## config.mk

```make
export PLATFORM = sky130hd
export DESIGN_NAME = mem_wb_stage
export DESIGN_NICKNAME = d
export VERILOG_FILES = /design/src/rtl/mem_wb_stage.sv
export SDC_FILE = /design/constraint.sdc
export NUM_CORES = 1
export LEC_CHECK = 0
export CAP_MARGIN = 30
export CORE_ASPECT_RATIO = 1.5
export CORE_MARGIN = 3
export CORE_UTILIZATION = 37
export DETAILED_ROUTE_END_ITERATION = 8
export MAX_ROUTING_LAYER = met4
export PLACE_DENSITY = 0.87
export REMOVE_ABC_BUFFERS = 1
export SYNTH_ARGS = -nofsm -noshare
export SYNTH_HDL_FRONTEND = slang
export SYNTH_SLANG_ARGS = --single-unit
```

## constraint.sdc

```tcl
create_clock -name clk -period 2.03 [get_ports clk]
set_input_delay 0.3045 -clock clk [delete_from_list [all_inputs] [get_ports clk]]
set_output_delay 0.3045 -clock clk [all_outputs]
set_load 0.01 [all_outputs]
```

## src/rtl/mem_wb_stage.sv

```systemverilog
`default_nettype none
// ============================================================================
// mem_wb_stage : memory/writeback stage with stall, req/ready data port and
//                access watchdog.  Rev 1.0
// ============================================================================
module mem_wb_stage #(
  parameter int MEM_BASE = 1024,
  parameter int ADDR_W   = 8,
  parameter int TIMEOUT  = 16
) (
  input  logic              clk,
  input  logic              rst,
  input  logic              in_valid,
  input  logic              in_wb_en,
  input  logic              in_mem_r_en,
  input  logic              in_mem_w_en,
  input  logic [31:0]       in_alu_result,
  input  logic [31:0]       in_store_data,
  input  logic [3:0]        in_dest,
  output logic              stall,
  output logic              mem_req,
  output logic              mem_we,
  output logic [ADDR_W-1:0] mem_addr,
  output logic [31:0]       mem_wdata,
  input  logic [31:0]       mem_rdata,
  input  logic              mem_ready,
  output logic              wb_en,
  output logic [3:0]        wb_dest,
  output logic [31:0]       wb_value,
  output logic              mem_err
);

  localparam int                 c_CNT_W    = $clog2(TIMEOUT + 1);
  localparam logic [c_CNT_W-1:0] c_CNT_LAST = c_CNT_W'(TIMEOUT - 1);
  localparam logic [0:0]         c_IDLE     = 1'b0;
  localparam logic [0:0]         c_ACCESS   = 1'b1;

  logic [0:0]         r_state;
  logic [0:0]         w_state_nxt;
  logic [c_CNT_W-1:0] r_cnt;
  logic               r_mem_we;
  logic [ADDR_W-1:0]  r_mem_addr;
  logic [31:0]        r_mem_wdata;
  logic [3:0]         r_acc_dest;
  logic               r_acc_wb_en;
  logic               r_wb_en;
  logic [3:0]         r_wb_dest;
  logic [31:0]        r_wb_value;
  logic               r_mem_err;

  logic w_is_mem;
  logic w_accept;
  logic w_done;
  logic w_abort;

  assign w_is_mem = in_mem_r_en | in_mem_w_en;
  assign w_accept = (r_state == c_IDLE) & in_valid;
  assign w_done   = (r_state == c_ACCESS) & mem_ready;
  assign w_abort  = (r_state == c_ACCESS) & ~mem_ready & (r_cnt == c_CNT_LAST);

  always_ff @(posedge clk or negedge rst) begin
    if (!rst) begin
      r_state <= c_IDLE;
    end else begin
      r_state <= w_state_nxt;
    end
  end

  always_comb begin
    w_state_nxt = r_state;
    case (r_state)
      c_IDLE:   if (w_accept && w_is_mem) w_state_nxt = c_ACCESS;
      c_ACCESS: if (w_done || w_abort)    w_state_nxt = c_IDLE;
      default:  w_state_nxt = c_IDLE;
    endcase
  end

  // stall drops in the completing or aborting cycle so upstream advances with us
  always_comb begin
    mem_req = 1'b0;
    stall   = 1'b0;
    case (r_state)
      c_IDLE:   stall = in_valid & w_is_mem;
      c_ACCESS: begin
        mem_req = 1'b1;
        stall   = ~mem_ready & ~w_abort;
      end
      default: begin
        mem_req = 1'b0;
        stall   = 1'b0;
      end
    endcase
  end

  always_ff @(posedge clk or negedge rst) begin
    if (!rst) begin
      r_cnt <= '0;
    end else if (w_accept && w_is_mem) begin
      r_cnt <= '0;
    end else if ((r_state == c_ACCESS) && !mem_ready && !w_abort) begin
      r_cnt <= r_cnt + c_CNT_W'(1);
    end
  end

  // Writebacks to R15 are dropped: the register file only holds R0-R14
  always_ff @(posedge clk or negedge rst) begin
    if (!rst) begin
      r_mem_we    <= 1'b0;
      r_mem_addr  <= '0;
      r_mem_wdata <= '0;
      r_acc_dest  <= '0;
      r_acc_wb_en <= 1'b0;
      r_wb_en     <= 1'b0;
      r_wb_dest   <= '0;
      r_wb_value  <= '0;
      r_mem_err   <= 1'b0;
    end else begin
      r_wb_en   <= 1'b0;
      r_mem_err <= 1'b0;
      if (w_accept) begin
        if (w_is_mem) begin
          r_mem_we    <= ~in_mem_r_en;
          r_mem_addr  <= ADDR_W'((in_alu_result - 32'(MEM_BASE)) >> 2);
          r_mem_wdata <= in_store_data;
          r_acc_dest  <= in_dest;
          r_acc_wb_en <= in_wb_en;
        end else begin
          r_wb_en    <= in_wb_en & (in_dest != 4'd15);
          r_wb_dest  <= in_dest;
          r_wb_value <= in_alu_result;
        end
      end
      if (w_done && !r_mem_we) begin
        r_wb_en    <= r_acc_wb_en & (r_acc_dest != 4'd15);
        r_wb_dest  <= r_acc_dest;
        r_wb_value <= mem_rdata;
      end
      if (w_abort) begin
        r_mem_err <= 1'b1;
      end
    end
  end

  assign mem_we    = r_mem_we;
  assign mem_addr  = r_mem_addr;
  assign mem_wdata = r_mem_wdata;
  assign wb_en     = r_wb_en;
  assign wb_dest   = r_wb_dest;
  assign wb_value  = r_wb_value;
  assign mem_err   = r_mem_err;

endmodule
`default_nettype wire

```

==> results of run 1 <==
[path summary, 6_finish.rpt]
path	endpoint
setup / recovery	stall
hold / removal	wb_value[4]
setup reg to reg	r_cnt[2]
hold reg to reg	wb_value[4]
max in group asynchronous	mem_we
min in group asynchronous	mem_wdata[25]
[metrics by stage]
step	hold slack, ns	util	setup WS, ns	total power [mW]	cells
2_1_floorplan	0.008909	-	-0.9685	3.391	266
3_3_place_gp	0.3185	0.5956	-0.3402	4.784	587
3_5_place_dp	0.3304	0.5956	-0.4322	4.883	587
4_1_cts	0.4834	0.6343	-0.1388	6.711	606
5_1_grt	0.4992	0.6367	-0.1754	6.994	608
6_report	0.4814	0.6367	-0.1279	6.635	608
[cell usage after synthesis, drive strengths merged, types with 2 or more instances]
library cell  instances
a21o                 12
a21oi                 3
a22o                 12
and3b                 2
buf                  18
dfrtp                90
ha                    2
inv                   3
mux2                 45
mux2i                 2
nand4                 2
nor2                 27
nor3                 24
o21ai                 5
o22ai                25
[power breakdown]
group          internal, mW  switching (mW)  leakage (nW)
combinational          1.42           0.888          1.44
sequential             2.29           0.276          1.06
clock                  1.08           0.676         0.156
total                  4.79            1.84          2.65
[cell families after synthesis]
group	Yosys count
flops	90
simple gates	65
compound gates	59
mux	47
buf+inv	22
fa+ha+maj	2
[layer usage]
metal | GRT usage | share of wire | vias up
met1 | 0.2082 | 0.38 | 1546
met2 | 0.3246 | 0.54 | 133
met5 | - | 0 | -
met4 | 0.06135 | 0.016 | 0
met3 | 0.04015 | 0.068 | 13
li1 | - | - | 1455
[timing repair]
item,CTS,global route
resized for setup,12,2
pin swaps,2,1
endpoints found under the hold margin,42,0
hold buffers,1,0
cloned,0,0
setup endpoints to repair,2,2
setup buffers,3,2
[worst register-to-register path: stages (launching register included)]
cell and delay [ns]:
sky130_fd_sc_hd__dfrtp_1 0.39, sky130_fd_sc_hd__ha_2 0.20, sky130_fd_sc_hd__and3_4 0.19, sky130_fd_sc_hd__ha_4 0.16
sky130_fd_sc_hd__or3b_4 0.39, sky130_fd_sc_hd__buf_4 0.17, sky130_fd_sc_hd__or3_4 0.33, sky130_fd_sc_hd__a21oi_2 0.13
[cell type report]
class | count | area (sq um) | area share
inverters | 3 | 11.26 | 0.001785
multi-input cells | 173 | 1475 | 0.2338
well taps | 115 | 143.9 | 0.02280
flip-flops and latches | 90 | 2252 | 0.3569
clock inverters | 6 | 91.34 | 0.01448
repair buffers | 212 | 2111 | 0.3345
clock buffers | 9 | 225.2 | 0.03569
[state kept, by name, summed over array words and instances, names as in the netlist]
signal,flops
mem_err,1
r_acc_dest,4
wb_value,32
mem_addr,8
wb_en,1
r_state,1
wb_dest,4
mem_we,1
r_acc_wb_en,1
mem_wdata,32
r_cnt,5
[layout by cell type (no fill, tap or decap), drive strengths merged]
cell,netlist,layout
o22ai,25,25
ha,2,2
a22o,12,12
clkinv,0,3
inv,3,4
nor4b,1,1
dfrtp,90,90
mux2i,2,2
nor2,27,27
dlygate4sd3,0,1
nand3b,1,1
buf,18,26
a21o,12,12
a21oi,3,3
or4b,1,1
nand2b,1,1
nor3b,1,1
mux2,45,45
or3b,1,1
bufinv,0,2
a41oi,1,1
and3b,2,2
clkdlybuf4s50,0,185
clkbuf,1,9
nand2,1,1
nor3,24,24
o21ai,5,5
or3,1,1
a32o,1,1
and3,1,1
nand4,2,2
nor2b,1,1
==> run_results.csv, run 1 <==
group,metric,value,unit
synthesis,synthesis.yosys.warnings,0,
global_routing,grt_overflow,0,
worst_setup_path,worstSetupStartpoint,"r_cnt[0]",
synthesis,synthArstFlopShare,1.000,
global_routing,grt_antenna_before_repair,0,
floorplan,placement_rows,44,
worst_setup_path,worst-endpoint-arrival,1.85,ns
synthesis,main_combinational_cell_family_by_area_after_synthesis,"compound AO/OA/AOI/OAI gates",
worst_setup_path,timing_worst_setup_path_type,"reg -> out",
route,detail_route.wirelength,10640,um
sta,timing_worst_slew_pin_value,0.7841,ns
floorplan,dieArea,0.01163,sq mm
sta,timing.setup.tns,-0.1279,ns
synthesis,synth-xor-area-share,0,
floorplan,die_width,89.07,um
synthesis,avgSynthCellArea,13.44,sq um
finish,insertedDiodeCount,0,
worst_setup_path,timing.critical_path.from_type,"flop",
worst_setup_path,crit_buf_inv,1,
worst_setup_path,worstReg2RegStart,"r_cnt[0]",
route,dr.pass1.iters,7,
clock_tree,clkSlewWorstSetupHoldPaths,0.06,ns
worst_setup_path,cp.depth,6,
sta,fmax,0.4634,GHz
finish,fillCellCount,753,
placement,gp_routability_congestion,0.8430,
sta,timing.final.crit_period,2.158,ns
placement,place.port_buffers,187,
global_routing,grt_start_max_net_pins,49,
power_and_ir_drop,ir_worst_vdd,0.7734,mV
global_routing,grtUsageTotal,0.1855,
clock_tree,ctsRootBufferMaster,"sky130_fd_sc_hd__clkbuf_16",
route,postRouteAntennaNets,0,
worst_setup_path,worstRegToRegCells,7,
worst_setup_path,worst_path_largest_cell_delay,0.39,ns
synthesis,synth_top_area_frac,0.5880,
sta,fin_skew,0.004923,ns
synthesis,synth_area,0.003830,sq mm
synthesis,synth_sequential_area_ratio,0.5880,
route,count_of_routing_violations_after_the_opening_detailed_route_iteration,66,
outcome,run_status,"finished with violations",
clock_tree,worstSkewPairLatency,0.33,ns
worst_hold_path,hp-class,"reg -> reg",
sta,finish_stage_setup_viols,1,
synthesis,synth-compound-area-share,0.1398,
worst_setup_path,cp_top_family,"simple AND/OR/NAND/NOR gates",
power_and_ir_drop,p_per_area,1051,mW/mm^2
placement,dpl_cell_area,0.005902,sq mm
clock_tree,cts_htree_levels,3,
sta,final_critical_path_setup_slack,-0.1279,ns
synthesis,post_synth_inst_count,285,
synthesis,synth_edf_count,0,
sta,grt_setup_unrepaired,"true",
synthesis,ys_seq_elements,90,
clock_tree,tritoncts,"yes",
worst_hold_path,hp-start,"wb_value[4]",
sta,final_max_slew_viol_count,0,
flow_run,max_cap_viol_count,0,
synthesis,post_synth_fa_ha_maj_area_fraction,0.006534,
route,avgRoutedWirePerCell,17.49,um
synthesis,netlist-cell-type-count,34,
worst_setup_path,worst-r2r-setup-slack,0.02,ns
worst_setup_path,worst_path_max_delay_cell,"sky130_fd_sc_hd__dfrtp_1",
finish,finalInstanceArea,0.006310,sq mm
floorplan,die_y,130.6,um
synthesis,synth_flop_type,"sky130_fd_sc_hd__dfrtp_1",
floorplan,num_io_pins,188,
worst_setup_path,crit_chain,"ha_2, and3_4, ha_4, or3b_4, o21ai_4, buf_6",
synthesis,synth_largest_area_cell,"sky130_fd_sc_hd__dfrtp_1",
clock_tree,clock_tree.buffer_depth,2,
finish,num-nets-final,598,
global_routing,grt_pass1_wl,16150,um
placement,post-dp-hpwl,7998,um
synthesis,synth-simple-area-share,0.08788,
power_and_ir_drop,cellLeakagePower,2.651,nW
global_routing,first_global_vias,3435,
finish,area.growth.synth_to_final,64.75,%
sta,period_share,1.063,
sta,max-slew-margin-rel,0.4754,
route,dr_total_vias,3147,
worst_setup_path,crit_path_max_fanout,3,
clock_tree,clock_sinks,90,
outcome,violations,"setup timing",
synthesis,netlist_top_cells_area,"sky130_fd_sc_hd__dfrtp_1, sky130_fd_sc_hd__mux2_2, sky130_fd_sc_hd__o22ai_2",
route,post-route-drc-count,0,
floorplan,placeableCoreArea,0.009910,sq mm
worst_hold_path,worstHoldPathCells,1,
floorplan,start_util,0.3865,
finish,layout-drive-gt1-share,0.1968,
route,viasPerCell,5.176,
worst_setup_path,crit_path_end_kind,"output port",
sta,finalHoldViolations,0,
synthesis,post_synth_mux_area_share,0.1375,
worst_setup_path,timing.critical_path.required,1.73,ns
clock_tree,cts_buffers,9,
No activity file was read; power rests on OpenSTA's default activity.
==> inputs of run 2 (changes only) <==
GPL_ROUTABILITY_DRIVEN = 1   (was not set)
GPL_TIMING_DRIVEN = 0   (was not set)
SKIP_LAST_GASP = 1   (was not set)
==> run 2 against run 1 <==
Effect of this change:
- the run still ends with setup timing left
- sequential power about the same
- critical endpoint unchanged
- clock power about the same
- sequential cell count unchanged
- register-to-register slack got worse by 0.14 ns
- first-iteration DRC count increased by 18%
==> run_results.csv, run 2 (synthesis gave the netlist of run 1 again) <==
group,metric,value,unit
worst_setup_path,worst-endpoint-arrival,1.92,ns
floorplan,num_io_pins,188,
power_and_ir_drop,p_comb_frac,0.346,
finish,num-nets-final,594,
floorplan,start_util,0.3865,
power_and_ir_drop,p_per_area,1045,mW/mm^2
worst_setup_path,cp.depth,6,
worst_setup_path,crit_buf_inv,1,
sta,max-slew-margin-rel,0.5650,
power_and_ir_drop,power.switching_fraction,0.2772,
finish,instances_no_fill,605,
route,topRoutingLayerUsed,"met4",
worst_setup_path,timing.critical_path.from_type,"flop",
finish,finalInstanceArea,0.006325,sq mm
worst_setup_path,crit_path_max_fanout,2,
finish,layout-drive-gt1-share,0.1939,
sta,finish_stage_setup_viols,2,
finish,fillCellCount,732,
power_and_ir_drop,internal_power,4.780,mW
power_and_ir_drop,power.switching,1.833,mW
finish,area.growth.synth_to_final,65.14,%
power_and_ir_drop,ir_worst_vdd,0.7488,mV
placement,dpl_cell_area,0.005849,sq mm
clock_tree,cts_buffers,9,
sta,timing.setup.tns,-0.3059,ns
worst_setup_path,worst_path_largest_cell_delay,0.40,ns
clock_tree,clkSlewWorstSetupHoldPaths,0.07,ns
sta,grt_setup_unrepaired,"true",
clock_tree,worstSkewPairLatency,0.33,ns
floorplan,placeableCoreArea,0.009910,sq mm
sta,final_max_slew_viol_count,0,
floorplan,dieArea,0.01163,sq mm
sta,timing.final.crit_period,2.220,ns
finish,multi_input_comb_area,0.001478,sq mm
clock_tree,clock_tree.buffer_depth,2,
route,postRouteAntennaNets,0,
global_routing,first_global_vias,3344,
finish,layout.cells.most_common,"sky130_fd_sc_hd__clkdlybuf4s50_1",
route,met2_wirelength,5631,um
outcome,violations,"setup timing",
power_and_ir_drop,power.clock.fraction,0.266,
sta,fin_skew,0.01049,ns
placement,dp_slack,-0.6036,ns
route,count_of_routing_violations_after_the_opening_detailed_route_iteration,78,
outcome,run_status,"finished with violations",
clock_tree,cts_htree_levels,3,
worst_setup_path,crit_path_end_kind,"output port",
power_and_ir_drop,seq_power_share,0.389,
flow_run,max_cap_viol_count,0,
finish,utilization,0.6383,
power_and_ir_drop,fin_total_pwr,6.613,mW
floorplan,placement_rows,44,
worst_setup_path,worst_path_max_delay_cell,"sky130_fd_sc_hd__dfrtp_1",
route,dr.pass1.iters,4,
finish,most_frequent_cells_in_the_layout,"sky130_fd_sc_hd__clkdlybuf4s50_1, sky130_fd_sc_hd__dfrtp_1, sky130_fd_sc_hd__mux2_2",
worst_setup_path,timing.critical_path.required,1.73,ns
sta,period_share,1.093,
clock_tree,clock_sinks,90,
sta,finalHoldViolations,0,
worst_hold_path,hp-class,"reg -> reg",
placement,gp_routability_congestion,0.7657,
worst_setup_path,timing_worst_setup_path_type,"reg -> out",
sta,finalHoldWorstSlack,0.4794,ns
route,post-route-drc-count,0,
finish,seq_area,0.002252,sq mm
sta,timing_worst_slew_pin_value,0.6505,ns
floorplan,die_y,130.6,um
finish,insertedDiodeCount,0,
route,viasPerCell,5.142,
placement,post-dp-hpwl,7930,um
clock_tree,ctsRootBufferMaster,"sky130_fd_sc_hd__clkbuf_16",
worst_setup_path,cp_top_family,"simple AND/OR/NAND/NOR gates",
global_routing,grt_pass1_wl,16050,um
worst_setup_path,worst-r2r-setup-slack,-0.12,ns
clock_tree,tritoncts,"yes",
route,dr_total_vias,3111,
sta,fmax,0.4505,GHz
global_routing,grt_start_max_net_pins,47,
route,wl_met1,3999,um
placement,place.port_buffers,187,
route,avgRoutedWirePerCell,17.42,um
power_and_ir_drop,cellLeakagePower,2.648,nW
placement,place_inst,575,
global_routing,grt_antenna_before_repair,0,
route,met3_wirelength,708,um
floorplan,die_width,89.07,um
sta,final_critical_path_setup_slack,-0.1896,ns
global_routing,grt_overflow,0,
global_routing,grtUsageTotal,0.1839,
worst_setup_path,worstRegToRegCells,8,
worst_hold_path,worstHoldPathCells,1,
worst_setup_path,crit_chain,"ha_2, and3_4, ha_4, or3b_4, o21ai_4, buf_6",
route,detail_route.wirelength,10540,um
-- run 2: cell types whose count changed in the layout (fill, tap and decap cells not counted) --
cell | previous run | this run
sky130_fd_sc_hd__clkinv_4 | 2 | 1
sky130_fd_sc_hd__buf_8 | 0 | 1
sky130_fd_sc_hd__buf_6 | 1 | 4
sky130_fd_sc_hd__clkinv_2 | 1 | 3
sky130_fd_sc_hd__nor2_1 | 26 | 25
sky130_fd_sc_hd__buf_12 | 4 | 1
sky130_fd_sc_hd__nor2_2 | 0 | 1
sky130_fd_sc_hd__buf_16 | 0 | 3
sky130_fd_sc_hd__buf_4 | 21 | 13
-- run 2: final cells by class --
class                      count  area share
tap                          115     0.02275
clock inverter                 7     0.01464
clock buffer                   9     0.03561
multi-input combinational    173      0.2336
timing repair buffer         208      0.3355
inverter                       3    0.001780
sequential                    90      0.3561
-- run 2: path summary, 6_finish.rpt --
path,startpoint,endpoint
min in group asynchronous,rst,mem_wdata[16]
max in group asynchronous,rst,mem_wdata[5]
setup / recovery,r_cnt[1],stall
setup reg to reg,r_cnt[1],r_cnt[2]
hold / removal,wb_dest[1],wb_dest[1]
hold reg to reg,wb_dest[1],wb_dest[1]
-- run 2: worst register-to-register path: cells and delay by family, from the launching register on --
family	cells	cell delay [ns]
simple gates	3	0.92
buf+inv	2	0.27
fa+ha+maj	2	0.37
compound gates	1	0.12
flops	1	0.40
-- run 2: timing repair --
action | CTS | global route
gates resized for setup | 13 | 3
hold endpoints to repair | 32 | 0
cloned | 0 | 0
pin swaps | 4 | 1
hold buffers | 1 | 0
setup endpoints to repair | 2 | 37
setup buffers | 4 | 9
-- run 2: routing by layer --
layer,global-route usage,vias to the layer above
met5,-,-
met4,0.07187,0
met3,0.03576,14
met2,0.3193,133
met1,0.2061,1522
li1,-,1442
-- run 2: power by group through the flow --
stage | logic (mW) | clock network, mW | registers (mW)
floorplan | 0.590 | 0 | 2.80
global placement | 2.15 | 0 | 2.57
detailed placement | 2.24 | 0 | 2.61
CTS | 2.28 | 1.81 | 2.57
global route | 2.45 | 1.89 | 2.64
finish | 2.29 | 1.76 | 2.57
==> inputs of run 3 (changes only) <==
TNS_END_PERCENT = 10   (was not set)
==> run 3 against run 2 <==
Effect of this change:
- the flow still finishes with violations (setup timing)
- clock power about the same
- clock skew about the same
- cell area decreased by 1.1%
- non-clock buffer count decreased by 7
- maximum frequency increased by 0.18%
- utilization decreased by 0.68 points
- combinational power about the same
==> run_results.csv, run 3 (synthesis gave the netlist of run 1 again) <==
group,metric,value,unit
flow_run,max_cap_viol_count,0,
finish,num-nets-final,587,
worst_setup_path,worst_path_largest_cell_delay,0.40,ns
power_and_ir_drop,ir_worst_vdd,0.7521,mV
worst_setup_path,cp_top_family,"simple AND/OR/NAND/NOR gates",
route,postRouteAntennaNets,0,
placement,place.port_buffers,187,
route,met2_wirelength,5634,um
finish,most_frequent_cells_in_the_layout,"sky130_fd_sc_hd__clkdlybuf4s50_1, sky130_fd_sc_hd__dfrtp_1, sky130_fd_sc_hd__mux2_2",
clock_tree,cts_buffers,9,
clock_tree,tritoncts,"yes",
outcome,run_status,"finished with violations",
floorplan,placeableCoreArea,0.009910,sq mm
sta,finalHoldViolations,0,
floorplan,dieArea,0.01163,sq mm
clock_tree,cts_htree_levels,3,
clock_tree,clock_sinks,90,
worst_setup_path,crit_path_max_fanout,2,
route,wl_met1,3913,um
worst_setup_path,timing.critical_path.required,1.73,ns
global_routing,grt_overflow,0,
finish,layout-drive-gt1-share,0.1760,
sta,fin_skew,0.01013,ns
route,topRoutingLayerUsed,"met4",
sta,max-slew-margin-rel,0.4637,
sta,fmax,0.4514,GHz
floorplan,start_util,0.3865,
sta,final_max_slew_viol_count,0,
route,viasPerCell,5.172,
sta,finish_stage_setup_viols,2,
placement,gp_routability_congestion,0.7657,
finish,insertedDiodeCount,0,
floorplan,die_y,130.6,um
finish,fillCellCount,745,
route,dr_total_vias,3093,
sta,timing.final.crit_period,2.216,ns
route,detail_route.wirelength,10430,um
sta,timing_worst_slew_pin_value,0.8015,ns
worst_hold_path,hp-class,"reg -> reg",
worst_setup_path,worst_path_max_delay_cell,"sky130_fd_sc_hd__dfrtp_1",
floorplan,num_io_pins,188,
placement,place_inst,575,
worst_setup_path,timing_worst_setup_path_type,"reg -> out",
route,avgRoutedWirePerCell,17.44,um
worst_setup_path,crit_buf_inv,1,
global_routing,first_global_vias,3336,
clock_tree,worstSkewPairLatency,0.33,ns
worst_setup_path,timing.critical_path.from_type,"flop",
route,post-route-drc-count,0,
global_routing,grt_start_max_net_pins,47,
finish,instances_no_fill,598,
clock_tree,ctsRootBufferMaster,"sky130_fd_sc_hd__clkbuf_16",
global_routing,grtUsageTotal,0.1834,
global_routing,grt_antenna_before_repair,0,
clock_tree,clkSlewWorstSetupHoldPaths,0.07,ns
finish,area.growth.synth_to_final,63.38,%
power_and_ir_drop,p_per_area,1053,mW/mm^2
power_and_ir_drop,cellLeakagePower,2.610,nW
worst_setup_path,worst-endpoint-arrival,1.91,ns
global_routing,grt_pass1_wl,15990,um
floorplan,die_width,89.07,um
sta,grt_setup_unrepaired,"true",
route,dr.pass1.iters,4,
sta,final_critical_path_setup_slack,-0.1856,ns
worst_setup_path,crit_chain,"ha_2, and3_4, ha_4, or3b_4, o21ai_4, buf_6",
sta,finalHoldWorstSlack,0.4797,ns
sta,period_share,1.091,
placement,post-dp-hpwl,7930,um
floorplan,placement_rows,44,
route,count_of_routing_violations_after_the_opening_detailed_route_iteration,91,
outcome,violations,"setup timing",
placement,dp_slack,-0.6036,ns
sta,timing.setup.tns,-0.2280,ns
clock_tree,clock_tree.buffer_depth,2,
worst_setup_path,crit_path_end_kind,"output port",
finish,layout.cells.most_common,"sky130_fd_sc_hd__clkdlybuf4s50_1",
route,met3_wirelength,686,um
-- run 3: where the power goes --
part / switching, mW / internal (mW)
clock: 0.682 / 1.08
combinational: 0.871 / 1.39
sequential: 0.276 / 2.29
total: 1.83 / 4.76
-- run 3: what timing repair did --
action,CTS,global route
pin swaps,3,0
setup endpoints to repair,2,15
hold endpoints to repair,32,0
buffers inserted,4,2
gates resized for setup,12,0
hold buffers,1,0
-- run 3: area by class of cell --
cell class | instances | area (sq um) | share of cell area
sequential | 90 | 2252 | 0.3599
timing repair buffer | 201 | 2066 | 0.3301
multi-input combinational | 173 | 1466 | 0.2344
clock buffer | 9 | 225.2 | 0.03599
tap | 115 | 143.9 | 0.02300
clock inverter | 7 | 92.59 | 0.01480
inverter | 3 | 11.26 | 0.001800
-- run 3: path summary, 6_finish.rpt --
kind | startpoint | endpoint | slack (ns) | cells past startpoint
worst max-delay path | r_cnt[1] | stall | -0.19 | 6
worst min-delay path | wb_dest[1] | wb_dest[1] | 0.48 | 1
worst max register to register | r_cnt[1] | r_cnt[2] | -0.04 | 7
worst min register to register | wb_dest[1] | wb_dest[1] | 0.48 | 1
max in group asynchronous | rst | mem_wdata[5] | 0.89 | 3
min in group asynchronous | rst | mem_wdata[16] | 0.51 | 2
-- run 3: routing by layer --
| layer | up-vias | global-route usage |
|---|---|---|
| met5 | - | - |
| met2 | 131 | 0.3185 |
| met3 | 14 | 0.03576 |
| li1 | 1428 | - |
| met1 | 1520 | 0.2053 |
| met4 | 0 | 0.07187 |
-- run 3: worst reg2reg max path, stage by stage, from the launching register on --
cell                      delay (ns)
sky130_fd_sc_hd__dfrtp_1        0.40
sky130_fd_sc_hd__ha_2           0.21
sky130_fd_sc_hd__and3_4         0.19
sky130_fd_sc_hd__ha_4           0.16
sky130_fd_sc_hd__or3b_4         0.40
sky130_fd_sc_hd__buf_4          0.17
sky130_fd_sc_hd__or3_1          0.31
sky130_fd_sc_hd__a21oi_1        0.16
-- run 3: through the flow --
| step | power (mW) | instance area, sq um | util |
|---|---|---|---|
| finish | 6.589 | 6257 | 0.6314 |
| global route | 6.950 | 6257 | 0.6314 |
| CTS | 6.659 | 6242 | 0.6299 |
| detailed placement | 4.842 | 5849 | 0.5903 |
| global placement | 4.720 | 5703 | 0.5755 |
| floorplan | 3.391 | 3687 | - |
==> variant, RTL diff (config.mk and constraints of run 1) <==
`TIMEOUT`: 16 -> 32.
--- a/src/rtl/mem_wb_stage.sv
+++ b/src/rtl/mem_wb_stage.sv
@@ -6,7 +6,7 @@
 module mem_wb_stage #(
   parameter int MEM_BASE = 1024,
   parameter int ADDR_W   = 8,
-  parameter int TIMEOUT  = 16
+  parameter int TIMEOUT  = 32
 ) (
   input  logic              clk,
   input  logic              rst,
Function: same outputs for any inputs over 10 cycles, from zero or initial values and one cycle with rst low; that may be too few to reach the edited logic, so the function may still have changed.
==> variant against run 1 <==
Routed wire length grew 4.2%; largest power group unchanged; setup slack gained 0.29 ns; via count grew 15%; synthesized area shrank 1.1%; non-clock buffer count shrank 12; final cell count grew 20%; total power shrank 4.8%; count of clock-buffer cells in the layout grew 4; sequential cell count grew 1; final area shrank 3.1%; first-iteration DRC count grew to 2.7 times the old value.
==> variant: results (changes against run 1) <==
| Metric | Value |
|---|---|
| Status | `finished, final reports clean (was finished with violations)` |
| Synth Area in Compound Gates | `8.722% (was 13.98%)` |
| Initial antenna violation count | `0 (unchanged)` |
| Max_cap viols | `0 (unchanged)` |
| Commonest cells in the netlist | `nand2_1, dfrtp_1, nor2_1, a31oi_1, a22oi_1 (was dfrtp_1, mux2_2, nor2_1, nor3_1, o22ai_2)` |
| Async SR Flop Fraction | `100.0% (unchanged)` |
| Post-DR wirelength/cell | `15.16 um (was 17.49 um)` |
| Worst reg2reg path depth | `4 (was 7)` |
| Critical path arrival | `1.56 ns (was 1.85 ns)` |
| Cell Area, Placed | `0.005817 mm2 (was 0.005902 mm2)` |
| # H-tree levels | `3 (unchanged)` |
| Layout Nets | `720 (was 598)` |
| Largest net degree at the start of global routing | `52 (was 49)` |
| Skew-Pair Late Insertion Delay | `0.32 ns` |
| Peak VDD IR | `600.4 uV (was 773.4 uV)` |
| Dpl hpwl | `8398 um (was 7998 um)` |
| Fraction of layout instances using a drive strength above 1 | `5.032% (was 19.68%)` |
| CP max-delay cell | `dfrtp_1 (unchanged)` |
| Non-filler cells, final | `731 (was 608)` |
| Register area share after synthesis | `60.13% (was 58.80%)` |
| Switching power | `0.001857 W (was 0.001840 W)` |
| CP delay by family, top | `flip-flops (was simple AND/OR/NAND/NOR gates)` |
| Setup Buffers After CTS | `0 (was 3)` |
| Routability Congestion | `0.8308 (was 0.8430)` |
| Worst Path Max Fanout | `4 (was 3)` |
| Leak Pwr | `2.837 nW (was 2.651 nW)` |
| Vias in the first global route | `3684 (was 3435)` |
| YS warnings | `0 (unchanged)` |
| Initial DRT Pass Iterations | `4 (was 7)` |
| Initial DRC count | `175 (was 66)` |
| Yosys cell types | `32 (was 34)` |
| Root buffer cell | `clkbuf_16 (unchanged)` |
| Port bufs | `187 (unchanged)` |
| Max Root-Sink Buffers | `2 (unchanged)` |
| Max incr delay on CP | `0.38 ns` |
| Clock skew | `0.004105 ns (was 0.004923 ns)` |
| Post-synth top flop | `dfrtp_1 (unchanged)` |
| Cells taking the most area after synthesis | `dfrtp_1, nand2_1, a31oi_1 (was dfrtp_1, mux2_2, o22ai_2)` |
| Total track usage | `19.58% (was 18.55%)` |
| Cts bufs inserted | `9 (unchanged)` |
| Antenna cells | `0 (unchanged)` |
| Final ANT Viol Nets | `0 (unchanged)` |
| Worst Hold Class | `in -> async (was reg -> reg)` |
| CTS clk-pin slew, worst paths | `0.06 ns (about the same)` |
| Synth Area in Adders | `0.3304% (was 0.6534%)` |
| Mean area per synthesized cell | `8.933 um2 (was 13.44 um2)` |
| Worst-margin pin slew | `0.9020 ns (was 0.7841 ns)` |
| First-pass GRT wire length | `17160 um (was 16150 um)` |
| Mux cell area share after synthesis | `0.2643% (was 13.75%)` |
| Via Count | `3611 (was 3147)` |
| Synth Area in XOR/XNOR | `0% (unchanged)` |
variant: changes by cell type in the layout (fill, tap and decap cells not counted), sizes merged, moves of 4 or more:
| cell | delta |
|---|---|
| a31oi | +24 |
| a21o | -12 |
| nand2 | +212 |
| nand3 | +4 |
| mux2 | -45 |
| a22oi | +13 |
| nor3 | -23 |
| clkbuf | +4 |
| buf | -13 |
| o22ai | -24 |
| a22o | -12 |
variant: area by class of cell:
| cell class | count | area, um2 |
|---|---|---|
| Clock buffer | 13 | 270.3 |
| Clock inverter | 2 | 10.01 |
| Fill cell | 824 | 3742 |
| Inverter | 2 | 7.507 |
| Multi-Input combinational cell | 308 | 1398 |
| Sequential cell | 91 | 2277 |
| Tap cell | 115 | 143.9 |
| Timing Repair Buffer | 200 | 2006 |
variant: power groups by stage:
| stage | clock network, W | logic [W] | registers (W) |
|---|---|---|---|
| 2_1_floorplan | 0 | 0.000564 | 0.00281 |
| 3_3_place_gp | 0 | 0.00214 | 0.00260 |
| 3_5_place_dp | 0 | 0.00221 | 0.00262 |
| 4_1_cts | 0.00161 | 0.00222 | 0.00259 |
| 5_1_grt | 0.00168 | 0.00238 | 0.00265 |
| 6_report | 0.00155 | 0.00218 | 0.00259 |
variant: per-stage QoR:
step           TNS (ns)  hold slack [ns]  util [%]  worst slack [ns]
3_3_place_gp          0           0.2339     59.03           0.01585
3_5_place_dp   -0.09877           0.2385     59.03          -0.06317
5_1_grt               0           0.4499     62.02           0.05286
6_report              0           0.4266     62.02            0.1631
4_1_cts               0           0.4283     61.99            0.1182
2_1_floorplan    -24.91         0.008909         -           -0.5634
variant: per-layer routing:
layer / GRT usage [%] / vias up / part of all wire, %
li1: - / 1747 / -
met1: 21.76 / 1704 / 38
met2: 33.89 / 142 / 53
met3: 3.601 / 18 / 6.9
met4: 8.452 / 0 / 2.1
met5: - / - / 0
variant: worst paths after layout:
check,startpoint,endpoint,slack [ns]
min in group clk,mem_wdata[28]$_DFFE_PN0P_,mem_wdata[28]$_DFFE_PN0P_,0.48
max reg2reg,r_state$_DFF_PN0_,wb_value[7]$_DFFE_PN0P_,0.32
max,r_cnt[0]$_DFFE_PN0P_,stall,0.16
min,rst,wb_value[29]$_DFFE_PN0P_,0.43
min reg2reg,mem_wdata[28]$_DFFE_PN0P_,mem_wdata[28]$_DFFE_PN0P_,0.48
max in group asynchronous,rst,mem_wdata[13]$_DFFE_PN0P_,0.92
variant: kinds of logic (layout without fill, tap and decap cells):
kind of cell               Yosys count  in the layout
and+or+nand+nor                    256            256
DFF                                 91             91
muxes                                1              1
buffers and inverters               25            217
adders and majority gates            1              1
AOI/OAI and AO/OA                   50             50
variant: repair_timing:
item                       in CTS  in global routing
hold buffers                    1                  0
cloned                          0                  0
setup endpoints to repair       1                  1
gates resized for setup         3                  1
hold endpoints to repair       23                  0
